==> config.mk <==
export PLATFORM = sky130hd
export DESIGN_NAME = axi_stream_strip_header
export DESIGN_NICKNAME = d
export VERILOG_FILES = /design/src/rtl/axi_stream_strip_header.sv
export SDC_FILE = /design/constraint.sdc
export NUM_CORES = 1
export LEC_CHECK = 0
export CAP_MARGIN = 20
export CORE_ASPECT_RATIO = 0.6
export CORE_MARGIN = 2
export CORE_UTILIZATION = 35
export DETAILED_ROUTE_END_ITERATION = 6
export GPL_ROUTABILITY_DRIVEN = 0
export SLEW_MARGIN = 20
export SYNTH_ARGS = -nofsm -noshare
export SYNTH_HDL_FRONTEND = slang
export SYNTH_SLANG_ARGS = --single-unit
==> constraint.sdc <==
create_clock -name clk -period 2.2 [get_ports clk]
set_input_delay 0.44 -clock clk [delete_from_list [all_inputs] [get_ports clk]]
set_output_delay 0.44 -clock clk [all_outputs]
set_load 0.01 [all_outputs]
==> src/rtl/axi_stream_strip_header.sv <==
`timescale 1ns/1ps
`default_nettype none
// ============================================================================
// Module   : axi_stream_strip_header
// Brief    : Removes a per-packet number of bytes from the head of an
//            AXI-Stream packet and re-packs the remainder onto full beats.
// Revision : 1.0 - initial release
// ============================================================================
module axi_stream_strip_header #(
    parameter int DATA_WD      = 32,
    parameter int DATA_BYTE_WD = DATA_WD / 8,
    parameter int BYTE_CNT_WD  = $clog2(DATA_BYTE_WD) + 1
) (
    input  logic                    clk,
    input  logic                    rst_n,
    input  logic                    valid_cfg,
    input  logic [BYTE_CNT_WD-1:0]  byte_remove_cnt,
    output logic                    ready_cfg,
    input  logic                    valid_in,
    input  logic [DATA_WD-1:0]      data_in,
    input  logic [DATA_BYTE_WD-1:0] keep_in,
    input  logic                    last_in,
    output logic                    ready_in,
    output logic                    valid_out,
    output logic [DATA_WD-1:0]      data_out,
    output logic [DATA_BYTE_WD-1:0] keep_out,
    output logic                    last_out,
    input  logic                    ready_out,
    output logic                    pkt_dropped
);

    localparam logic [BYTE_CNT_WD-1:0] c_BEAT_BYTES = BYTE_CNT_WD'(DATA_BYTE_WD);

    typedef enum logic [1:0] {
        IDLE   = 2'd0,
        FIRST  = 2'd1,
        STREAM = 2'd2,
        FLUSH  = 2'd3
    } state_t;

    state_t                  r_state;
    state_t                  w_state_nxt;

    // r_n_eff is the byte offset of the tail kept from each beat; a zero strip
    // count is stored as a full-beat offset with r_pass set, so the residue is
    // always empty and every beat goes straight through.
    logic [BYTE_CNT_WD-1:0]  r_n_eff;
    logic                    r_pass;
    logic [DATA_WD-1:0]      r_res;
    logic [DATA_BYTE_WD-1:0] r_res_keep;

    logic                    r_valid_out;
    logic [DATA_WD-1:0]      r_data_out;
    logic [DATA_BYTE_WD-1:0] r_keep_out;
    logic                    r_last_out;
    logic                    r_drop;

    logic [DATA_WD-1:0]      w_din_m;
    logic [BYTE_CNT_WD-1:0]  w_rcnt;
    logic [BYTE_CNT_WD-1:0]  w_n_cfg;
    logic [DATA_WD-1:0]      w_str_data;
    logic [DATA_BYTE_WD-1:0] w_str_keep;
    logic [DATA_WD-1:0]      w_tail_data;
    logic [DATA_BYTE_WD-1:0] w_tail_keep;
    logic                    w_out_free;

    logic                    w_ready_cfg;
    logic                    w_ready_in;
    logic                    w_cfg_acc;
    logic                    w_ld;
    logic [DATA_WD-1:0]      w_ld_data;
    logic [DATA_BYTE_WD-1:0] w_ld_keep;
    logic                    w_ld_last;
    logic                    w_res_ld;
    logic                    w_drop;

    // Zero the bytes not flagged by keep so unused output bytes read as 0.
    for (genvar gi = 0; gi < DATA_BYTE_WD; gi++) begin : g_mask
        assign w_din_m[8*gi +: 8] = keep_in[gi] ? data_in[8*gi +: 8] : 8'h00;
    end

    assign w_n_cfg = ((byte_remove_cnt == '0) || (byte_remove_cnt > c_BEAT_BYTES))
                   ? c_BEAT_BYTES : byte_remove_cnt;

    // Residue holds r = W - n_eff bytes, left-aligned; incoming bytes slot in behind it.
    assign w_rcnt      = c_BEAT_BYTES - r_n_eff;
    assign w_str_data  = r_res | (w_din_m >> {w_rcnt, 3'b000});
    assign w_str_keep  = r_res_keep | (keep_in >> w_rcnt);
    assign w_tail_data = w_din_m << {r_n_eff, 3'b000};
    assign w_tail_keep = keep_in << r_n_eff;
    assign w_out_free  = !r_valid_out || ready_out;

    always_ff @(posedge clk or negedge rst_n) begin
        if (!rst_n) begin
            r_state <= IDLE;
        end else begin
            r_state <= w_state_nxt;
        end
    end

    always_comb begin
        w_state_nxt = r_state;
        w_ready_cfg = 1'b0;
        w_ready_in  = 1'b0;
        w_cfg_acc   = 1'b0;
        w_ld        = 1'b0;
        w_ld_data   = w_str_data;
        w_ld_keep   = w_str_keep;
        w_ld_last   = 1'b0;
        w_res_ld    = 1'b0;
        w_drop      = 1'b0;
        case (r_state)
            IDLE: begin
                w_ready_cfg = rst_n;
                if (valid_cfg && rst_n) begin
                    w_cfg_acc   = 1'b1;
                    w_state_nxt = FIRST;
                end
            end
            FIRST, STREAM: begin
                w_ready_in = w_out_free;
                if (valid_in && w_out_free) begin
                    w_res_ld = 1'b1;
                    if ((r_state == STREAM) || r_pass) begin
                        w_ld = 1'b1;
                        if (!last_in) begin
                            w_state_nxt = STREAM;
                        end else if (w_tail_keep == '0) begin
                            w_ld_last   = 1'b1;
                            w_state_nxt = IDLE;
                        end else begin
                            w_state_nxt = FLUSH;
                        end
                    end else if (!last_in) begin
                        w_state_nxt = STREAM;
                    end else if (w_tail_keep == '0) begin
                        w_drop      = 1'b1;
                        w_state_nxt = IDLE;
                    end else begin
                        w_ld        = 1'b1;
                        w_ld_data   = w_tail_data;
                        w_ld_keep   = w_tail_keep;
                        w_ld_last   = 1'b1;
                        w_state_nxt = IDLE;
                    end
                end
            end
            FLUSH: begin
                if (w_out_free) begin
                    w_ld        = 1'b1;
                    w_ld_data   = r_res;
                    w_ld_keep   = r_res_keep;
                    w_ld_last   = 1'b1;
                    w_state_nxt = IDLE;
                end
            end
            default: begin
                w_state_nxt = IDLE;
            end
        endcase
    end

    always_ff @(posedge clk or negedge rst_n) begin
        if (!rst_n) begin
            r_n_eff     <= '0;
            r_pass      <= 1'b0;
            r_res       <= '0;
            r_res_keep  <= '0;
            r_valid_out <= 1'b0;
            r_data_out  <= '0;
            r_keep_out  <= '0;
            r_last_out  <= 1'b0;
            r_drop      <= 1'b0;
        end else begin
            if (w_cfg_acc) begin
                r_n_eff    <= w_n_cfg;
                r_pass     <= (byte_remove_cnt == '0);
                r_res      <= '0;
                r_res_keep <= '0;
            end else if (w_res_ld) begin
                r_res      <= w_tail_data;
                r_res_keep <= w_tail_keep;
            end

            if (w_ld) begin
                r_valid_out <= 1'b1;
                r_data_out  <= w_ld_data;
                r_keep_out  <= w_ld_keep;
                r_last_out  <= w_ld_last;
            end else if (ready_out) begin
                r_valid_out <= 1'b0;
            end

            r_drop <= w_drop;
        end
    end

    assign ready_cfg   = w_ready_cfg;
    assign ready_in    = w_ready_in;
    assign valid_out   = r_valid_out;
    assign data_out    = r_data_out;
    assign keep_out    = r_keep_out;
    assign last_out    = r_last_out;
    assign pkt_dropped = r_drop;

endmodule
`default_nettype wire

==> results of run 1 <==
## routing by layer
layer  wire length (µm)  up-vias  global-route usage  part of all wire
met1               9260     2884               0.402              0.44
met2               9060      362               0.386              0.43
met4                323        0              0.0672             0.016
li1                   -     2559                   -                 -
met3               2190       37              0.0520              0.10
met5                  0        -                   0                 0
## repair_timing
item / in CTS / in global routing
cloned: 3 / 3
endpoints found under the hold margin: 3 / 0
setup endpoints to repair: 37 / 39
buffers inserted: 7 / 5
pin swaps: 15 / 21
hold buffers: 1 / 0
resized for setup: 41 / 62
## cell usage after synthesis (2+ instances only)
cell type	instances
a211o_1	7
a211oi_1	3
a21o_1	3
a21oi_1	68
a221oi_1	24
a22o_1	16
a22oi_1	23
a2bb2oi_1	11
a31oi_1	13
and2_1	7
and3_1	4
buf_2	6
buf_6	2
clkbuf_1	37
dfrtp_1	81
ha_1	6
inv_1	9
mux2i_1	8
nand2_1	59
nand2b_1	4
nand3_1	9
nand3b_1	2
nor2_1	74
nor2b_1	8
nor3_1	12
o211ai_1	8
o21a_1	5
o21ai_0	28
o21ai_1	4
o221a_2	2
o22a_1	2
o22ai_1	4
o2bb2ai_1	5
o311ai_0	3
o32a_1	2
or2_2	2
or3_1	2
## worst paths after layout
check | cells after the start | from | slack (ns) | endpoint
max in group asynchronous | 3 | rst_n | 1.04 | r_res[15]
hold / removal | 2 | data_out[27] | 0.48 | data_out[27]
hold reg to reg | 2 | data_out[27] | 0.48 | data_out[27]
setup / recovery | 7 | keep_in[1] | -0.09 | data_out[3]
min in group asynchronous | 2 | rst_n | 0.49 | data_out[0]
setup reg to reg | 8 | r_state[1] | -0.08 | data_out[23]
## cell type report
class	count	area, µm²
well taps	192	240
fillers	1235	6100
clock buffers	10	239
multi-input cells	451	3080
repair buffers	212	2070
flip-flops and latches	81	2030
clock inverters	6	42.5
inverters	9	36.3
## registers in the layout, indices dropped and copies added, names as in the netlist
signal	count
r_state	2
r_res	32
last_out	1
keep_out	4
valid_out	1
data_out	32
pkt_dropped	1
r_res_keep	4
r_n_eff	3
r_pass	1
## per-stage QoR
step                TNS (ns)  power, mW
global placement      -13.35       8.98
floorplan            -0.0309       5.94
finish                -0.744       12.1
global route           -3.16       12.7
CTS                    -1.32       11.1
detailed placement    -16.64       9.13
## critical path: cells and delay by family
| kind | cells | cell delay (ns) |
|---|---|---|
| compound gates | 4 | 0.86 |
| simple gates | 2 | 0.75 |
| buf+inv | 1 | 0.51 |
## power groups by stage
stage | clock network, mW | logic (mW) | registers (mW)
2_1_floorplan | 0 | 3.42 | 2.52
3_3_place_gp | 0 | 6.53 | 2.45
3_5_place_dp | 0 | 6.66 | 2.48
4_1_cts | 1.46 | 7.18 | 2.46
5_1_grt | 1.53 | 8.63 | 2.55
6_report | 1.44 | 8.14 | 2.49
## cells by family (layout without fill, tap and decap cells)
family | count (synthesis) | count (layout)
buffers and inverters | 56 | 237
XOR/XNOR | 2 | 2
AND/OR/NAND/NOR | 189 | 190
multiplexers | 10 | 10
AO/OA/AOI/OAI | 243 | 243
adder cells (fa/ha/maj) | 6 | 6
flip-flops | 81 | 81
==> metrics.md, run 1 <==
| Metric | Value |
|---|---|
| Fraction of power consumed by sequential logic | `0.206` |
| Overall via count from detail_route | `5842` |
| Fin util | `0.559` |
| Post-route non-filler standard cell count | `961` |
| Synth Cell Area | `5010 µm²` |
| Chip width | `159 µm` |
| Placed wire-length estimate | `14700 µm` |
| Share of the clock period used by the worst path after layout | `1.04` |
| Worst-Margin Slew | `0.611 ns` |
| Cell types with the largest area share after synthesis | `dfrtp_1, a21oi_1, nor2_1, nand2_1, a221oi_1` |
| Via count of the first global-routing pass | `5786` |
| Clock transition time at the flip-flop clock pins of the worst setup and hold paths | `0.07 ns` |
| Combinational power share | `0.674` |
| Number of violations reported at the end of detailed-routing iteration 0 | `588` |
| Power dissipated by switching net loads | `5.41 mW` |
| Final global-route overflow total | `0` |
| TritonCTS buffer count | `9` |
| Global-route wire length before repair | `31400 µm` |
| Sw frac | `0.448` |
| Leading cell type in the layout, fill and taps excluded | `buf_4` |
| Slowest cell on the critical path | `clkdlybuf4s50_1` |
| Worst clock skew | `0.00899 ns` |
| Violations in the final reports | `negative setup slack` |
| Length of the first detailed-routing pass in iterations | `6` |
| Cell chain of the critical path | `clkdlybuf4s50_1, o21ba_2, or3b_4, o211ai_4, and3_4, o211ai_1, a31oi_1` |
| Diodes inserted | `0` |
| Post-synthesis share of cell area spent on xor and xnor gates | `0.00349` |
| Kind of launch point of the worst setup path | `primary input` |
| Min setup slack post-route | `-0.0876 ns` |
| Mapped Avg Cell Area | `8.54 µm²` |
| Required time reported for the critical path endpoint | `2.47 ns` |
| Count of flip-flops with a built-in enable after synthesis | `0` |
| LEAKAGE | `3.10 nW` |
| Worst slack after detailed placement | `-0.443 ns` |
| Total cell area at the placement stage | `6830 µm²` |
| Fraction of layout cells with a size suffix above 1 | `0.277` |
| Endpoints failing hold | `0` |
| Largest area contributor in the synthesized netlist | `dfrtp_1` |
| Critical path type | `in2reg` |
| Dominant combinational cell family by area after synthesis | `compound AO/OA/AOI/OAI gates` |
| Total of max-cap violations | `0` |
| Critical path endpoint category | `flop` |
| Routed wire length per instance | `21.7 µm` |
| Post-Synth Adder-Cell Area | `0.0150` |
| Nets in the synthesized netlist | `638` |
| Y dimension of the die | `96.7 µm` |
| Port Buf Inserts | `85` |
| Simple-Gate Fraction of Synth Area | `0.168` |
| Synthesis warning total | `0` |
| Async S/R FF share, synth | `1.00` |
| Total DRC errors in the routed layout | `0` |
| Post-route cell area | `7730 µm²` |
| Arrival @ worst endpoint | `2.55 ns` |
| Path type of the worst min-delay path | `reg2reg` |
| Pin count of the biggest net entering global routing | `79` |
| Full die area | `15300 µm²` |
| Total I/O pin count | `86` |
| Synth Area in Compound Gates | `0.340` |
| Number of nets still failing antenna checks after routing | `0` |
| Status | `complete, but fails checks` |
| Max incr delay on CP | `0.51 ns` |
| Detailed Route WL | `20800 µm` |
| GRT Total Usage | `0.266` |
| Setup violations, final | `20` |
| Number of levels the H-tree was split into | `3` |
| Max Slew Vio Count | `0` |
| Setup repair after global routing missed its margin | `yes` |
| Total number of nets in the final design | `815` |
| DR vias/cell | `6.08` |
| Top-area cell type share of the netlist area | `0.404` |
| Clk Latency, worst-skew pair | `0.35 ns` |
| Clk root buf | `clkbuf_16` |
| Clock share of power | `0.120` |
| Number of synthesized register bits | `81` |
| Multiplexer share of the synthesized area | `0.0227` |
| Commonest cells after routing, fill and taps aside | `buf_4, dfrtp_1, clkdlybuf4s50_1, nor2_1` |
| Synthesized instance count | `587` |
| Share of the yosys chip area belonging to registers | `0.404` |
| Area overhead of the layout relative to synthesis | `54.2%` |
| Number of antenna violations at the first check in global routing | `0` |
| Post-placement cell count | `929` |
| Clock sink count | `81` |
| Max Clk Rate | `0.437 GHz` |
| Shortest period the worst path allows | `2.29 ns` |
| Worst voltage drop across the vdd grid | `0.618 mV` |
| CTS tree | `done` |
| Worst hold margin | `0.482 ns` |
| Peak fanout along the critical path | `5` |
| Slew Limit Headroom | `0.593` |
| Area of the core | `13800 µm²` |
| Count of distinct cell types in the synthesized netlist | `61` |
| Internal power | `6.66 mW` |
| Power Dens Cells | `1560 nW/µm²` |
| Number of placement rows | `33` |
| CTS Buffer Depth | `2` |
| Initial cell density of the core | `0.363` |
| Most used flip-flop cell after synthesis | `dfrtp_1` |
(Power assumes the default switching activity.)
==> inputs of run 2 (changes only) <==
- PLACE_DENSITY: default -> 0.69
==> metrics.md, run 2 (same netlist as run 1, synthesis figures left out) <==
| Metric | Value |
|---|---|
| Commonest cells after routing, fill and taps aside | `buf_4, dfrtp_1, clkdlybuf4s50_1, nor2_1, a21oi_1` |
| Number of violations reported at the end of detailed-routing iteration 0 | `777` |
| LEAKAGE | `3.08 nW` |
| Violations in the final reports | `negative setup slack` |
| GRT Total Usage | `0.258` |
| Top Usage Layer GRT | `met1` |
| Clock transition time at the flip-flop clock pins of the worst setup and hold paths | `0.07 ns` |
| Clock sink count | `81` |
| CTS tree | `done` |
| Final Power | `11.8 mW` |
| Clk Latency, worst-skew pair | `0.35 ns` |
| Capture point of the worst reg-to-reg path | `data_out[26]` |
| Path type of the worst min-delay path | `in2async` |
| Worst voltage drop across the vdd grid | `0.728 mV` |
| Full die area | `15300 µm²` |
| Max Clk Rate | `0.432 GHz` |
| Share of the clock period used by the worst path after layout | `1.05` |
| Worst hold margin | `0.0740 ns` |
| Area of the core | `13800 µm²` |
| Required time reported for the critical path endpoint | `2.42 ns` |
| Initial cell density of the core | `0.363` |
| Total number of nets in the final design | `803` |
| Max Slew Vio Count | `0` |
| Clk root buf | `clkbuf_16` |
| Setup repair after global routing missed its margin | `yes` |
| Global-route wire length before repair | `30400 µm` |
| Met2 capacity usage during global routing | `0.359` |
| Worst clock skew | `0.00899 ns` |
| Worst slack after detailed placement | `-0.502 ns` |
| Detailed Route WL | `20000 µm` |
| Launch instance of the worst register-to-register path | `r_state[1]` |
| Diodes inserted | `0` |
| Slew Limit Headroom | `0.457` |
| TNS Setup | `-1.01 ns` |
| Pin count of the biggest net entering global routing | `64` |
| Reg2Reg Depth | `8` |
| Setup violations, final | `25` |
| Total I/O pin count | `86` |
| Total DRC errors in the routed layout | `0` |
| Met3 layer usage reported by global route | `0.0784` |
| Register-to-register setup slack | `-0.11 ns` |
| Fraction of layout cells with a size suffix above 1 | `0.258` |
| Number of placement rows | `33` |
| Shortest period the worst path allows | `2.31 ns` |
| Number of levels the H-tree was split into | `3` |
| Overall via count from detail_route | `5733` |
| Routed wire length per instance | `21.1 µm` |
| Area overhead of the layout relative to synthesis | `50.1%` |
| Number of hold buffers added after cts | `0` |
| Final global-route overflow total | `0` |
| Port Buf Inserts | `85` |
| Kind of launch point of the worst setup path | `flop` |
| CTS Buffer Depth | `2` |
| Number of nets still failing antenna checks after routing | `0` |
| Length of the first detailed-routing pass in iterations | `6` |
| Via count of the first global-routing pass | `5500` |
| Min setup slack post-route | `-0.112 ns` |
| GR Layer Usage met1 | `0.383` |
| TritonCTS buffer count | `9` |
| Total of max-cap violations | `0` |
| Fin util | `0.544` |
| Placed wire-length estimate | `14500 µm` |
| Leading cell type in the layout, fill and taps excluded | `buf_4` |
| Y dimension of the die | `96.7 µm` |
| Power Dens Cells | `1570 nW/µm²` |
| Critical path type | `reg2reg` |
| Number of antenna violations at the first check in global routing | `0` |
| Status | `complete, but fails checks` |
| Endpoints failing hold | `0` |
| Peak fanout along the critical path | `8` |
| Arrival @ worst endpoint | `2.54 ns` |
| Chip width | `159 µm` |
| DR vias/cell | `6.04` |
| Critical path endpoint category | `flop` |
| Worst-Margin Slew | `0.814 ns` |
[run 2: cell count changes in the layout (fill, tap and decap cells not counted), sizes merged]
cell / previous run / this run
dlygate4sd3: 1 / 0
clkinvlp: 2 / 1
clkdlybuf4s50: 81 / 78
inv: 10 / 12
dlymetal6s2s: 0 / 3
buf: 125 / 114
clkinv: 3 / 1
bufinv: 0 / 1
[run 2: timing repair]
| action | CTS | global route |
|---|---|---|
| cloned | 1 | 3 |
| endpoints found under the setup margin | 38 | 41 |
| resized for setup | 44 | 42 |
| pin swaps | 15 | 21 |
| setup buffers | 4 | 1 |
[run 2: area by class of cell]
type                            count  area [µm²]
Sequential cell                    81        2030
Multi-Input combinational cell    451        3060
Fill cell                        1243        6310
Timing Repair Buffer              200        1860
Tap cell                          192         240
Clock buffer                       10         239
Inverter                            9        33.8
Clock inverter                      6        72.6
[run 2: worst max path at each step]
stage	start	to	slack [ns]	depth (start not counted)
after floorplan	r_state[0]	data_out[7]	-0.03	9
after global placement	keep_in[3]	data_out[9]	-0.39	8
after detailed placement	keep_in[3]	data_out[9]	-0.50	8
after CTS	r_state[1]	data_out[9]	-0.11	8
after global routing	r_state[1]	data_out[26]	-0.14	8
final	r_state[1]	data_out[26]	-0.11	8
[run 2: where the power goes]
part	switching [mW]	leakage, nW	internal, mW
Combinational	4.14	1.88	3.59
Clock	0.663	0.150	0.925
Sequential	0.427	1.06	2.07
Total	5.23	3.08	6.58
[run 2: per-stage QoR]
| stage | instances | cell area [µm²] |
|---|---|---|
| after CTS | 945 | 7270 |
| after detailed placement | 925 | 6790 |
| after global placement | 925 | 6790 |
| after floorplan | 587 | 5020 |
| final | 949 | 7530 |
| after global routing | 949 | 7530 |
[run 2: routing by layer]
layer	routed length, µm	part of all wire	vias to the layer above
li1	-	-	2530
met1	8790	0.44	2777
met2	8450	0.42	375
met3	2410	0.12	51
met4	382	0.019	0
met5	0	0	-
[run 2: critical path, cell delays in order, from the launching register on]
cell and delay, ns:
dfrtp_1 0.43, ha_4 0.18, or4b_4 0.53, o31ai_4 0.24, buf_6 0.16, o211ai_4 0.11, buf_12 0.18, a221oi_2 0.26
a21oi_1 0.11
==> inputs of run 3 (changes only) <==
- CORE_UTILIZATION: 35 -> 45
- PLACE_DENSITY: 0.69 -> 0.82
- SLEW_MARGIN: 20 -> 10
==> metrics.md, run 3 (same netlist as run 1, synthesis figures left out) <==
| Metric | Value |
|---|---|
| Number of violations reported at the end of detailed-routing iteration 0 | `995` |
| Number of levels the H-tree was split into | `3` |
| Worst clock skew | `0.00598 ns` |
| Fillers | `767` |
| Worst slack after detailed placement | `-0.700 ns` |
| Worst voltage drop across the vdd grid | `0.918 mV` |
| Multi-input logic area | `3130 µm²` |
| Worst-Margin Slew | `0.735 ns` |
| Worst hold margin | `0.482 ns` |
| Final global-route overflow total | `0` |
| DR vias/cell | `6.64` |
| TritonCTS buffer count | `9` |
| Clock sink count | `81` |
| Violations in the final reports | `design-rule violations, negative setup slack` |
| Fin util | `0.717` |
| Slew Limit Headroom | `0.510` |
| Overall via count from detail_route | `6046` |
| Via count of the first global-routing pass | `5870` |
| Area overhead of the layout relative to synthesis | `53.1%` |
| Peak fanout along the critical path | `4` |
| Total I/O pin count | `86` |
| Power Dens Cells | `1610 nW/µm²` |
| Status | `complete, but fails checks` |
| Kind of launch point of the worst setup path | `flop` |
| Routed wire length per instance | `22.7 µm` |
| Diodes inserted | `0` |
| Required time reported for the critical path endpoint | `2.45 ns` |
| Worst setup path startpoint | `r_state[1]` |
| Max Slew Vio Count | `0` |
| Commonest cells after routing, fill and taps aside | `buf_4, clkdlybuf4s50_1, dfrtp_1, nor2_1, a21oi_1` |
| Number of placement rows | `29` |
| Launch instance of the worst register-to-register path | `r_state[1]` |
| Capture point of the worst reg-to-reg path | `data_out[12]` |
| Pin count of the biggest net entering global routing | `54` |
| GRT Total Usage | `0.334` |
| Register-to-register setup slack | `-0.30 ns` |
| Fraction of layout cells with a size suffix above 1 | `0.282` |
| Share of the clock period used by the worst path after layout | `1.14` |
| Cell count of the worst hold path | `2` |
| Setup violations, final | `35` |
| Final Power | `12.4 mW` |
| Clk root buf | `clkbuf_16` |
| Critical path type | `reg2reg` |
| Number of antenna violations at the first check in global routing | `0` |
| Max Clk Rate | `0.399 GHz` |
| Clk Latency, worst-skew pair | `0.35 ns` |
| Full die area | `12000 µm²` |
| Total number of nets in the final design | `818` |
| Post-route cell area | `7680 µm²` |
| Reg2Reg Depth | `10` |
| Leading cell type in the layout, fill and taps excluded | `buf_4` |
| Shortest period the worst path allows | `2.50 ns` |
| Endpoints failing hold | `0` |
| Min setup slack post-route | `-0.304 ns` |
| Area of the core | `10700 µm²` |
| Chip width | `140 µm` |
| Clock transition time at the flip-flop clock pins of the worst setup and hold paths | `0.07 ns` |
| Port Buf Inserts | `85` |
| Setup repair after global routing missed its margin | `yes` |
| Total cell area at the placement stage | `6690 µm²` |
| Path type of the worst min-delay path | `reg2reg` |
| Detailed Route WL | `20700 µm` |
| Placed wire-length estimate | `13800 µm` |
| CTS Buffer Depth | `2` |
| Length of the first detailed-routing pass in iterations | `7` |
| Arrival @ worst endpoint | `2.75 ns` |
| Startpoint of the tightest hold check path | `data_out[28]` |
| CTS tree | `done` |
| LEAKAGE | `3.15 nW` |
| Critical path endpoint category | `flop` |
| Sequential Area | `2030 µm²` |
| Initial cell density of the core | `0.468` |
| Worst hold path endpoint | `data_out[28]` |
| Total of max-cap violations | `0` |
| Number of nets still failing antenna checks after routing | `0` |
| Global-route wire length before repair | `31000 µm` |
| Total DRC errors in the routed layout | `9` |
| Y dimension of the die | `85.8 µm` |
run 3: cell types whose count changed in the layout (fill, tap and decap cells not counted), sizes merged:
cell           change
clkinv             +3
clkbuf             -3
bufbuf             +1
dlygate4sd3        +1
inv                -2
buf               +17
clkdlybuf4s50      +4
dlymetal6s2s       -3
dlygate4sd2        -1
clkdlybuf4s15      -1
and3               -1
run 3: worst max path at each step:
stage | endpoint | slack, ns | depth (start not counted)
2_1_floorplan | data_out[7] | -0.03 | 9
3_3_place_gp | data_out[3] | -0.50 | 7
3_5_place_dp | data_out[4] | -0.70 | 7
4_1_cts | data_out[11] | -0.25 | 10
5_1_grt | data_out[12] | -0.34 | 10
6_report | data_out[12] | -0.30 | 10
run 3: routing by layer:
metal  wire length (µm)  part of all wire  global-route usage  up-vias
met4                657             0.032               0.121        0
li1                   -                 -                   -     2563
met5                  0                 0                   0        -
met3               2940              0.14               0.101       93
met1               7940              0.38               0.452     2866
met2               9160              0.44               0.514      524
run 3: power by group:
group / leakage, nW / total (mW) / internal [mW] / switching, mW
clock: 0.148 / 1.56 / 0.891 / 0.667
sequential: 1.06 / 2.49 / 2.06 / 0.424
combinational: 1.94 / 8.35 / 3.88 / 4.47
total: 3.15 / 12.4 / 6.84 / 5.56
run 3: repair_timing:
item	in CTS	in global routing
gates resized for setup	59	51
endpoints found under the hold margin	7	0
gates cloned	3	0
setup buffers	9	12
endpoints found under the setup margin	39	40
hold buffers	1	0
pin swaps	20	19
run 3: metrics by stage:
step / setup TNS, ns / instances
finish: -6.33 / 911
global route: -8.28 / 911
CTS: -5.23 / 899
detailed placement: -18.56 / 870
global placement: -13.62 / 870
floorplan: -0.0309 / 587
run 3: cell type report:
type                            instances  share of cell area
Multi-Input combinational cell        450               0.408
Sequential cell                        81               0.264
Timing Repair Buffer                  216               0.261
Clock buffer                            9              0.0293
Tap cell                              139              0.0226
Clock inverter                          7              0.0104
Inverter                                9             0.00440
run 3: worst max-delay path: stages, from the launching register on:
cell and delay [ns]:
dfrtp_1 0.40, buf_6 0.13, ha_4 0.15, or4b_4 0.53, o31ai_4 0.28, o21ai_1 0.15, buf_4 0.18, buf_6 0.13
o22ai_2 0.12, o211ai_1 0.18, o21a_1 0.15
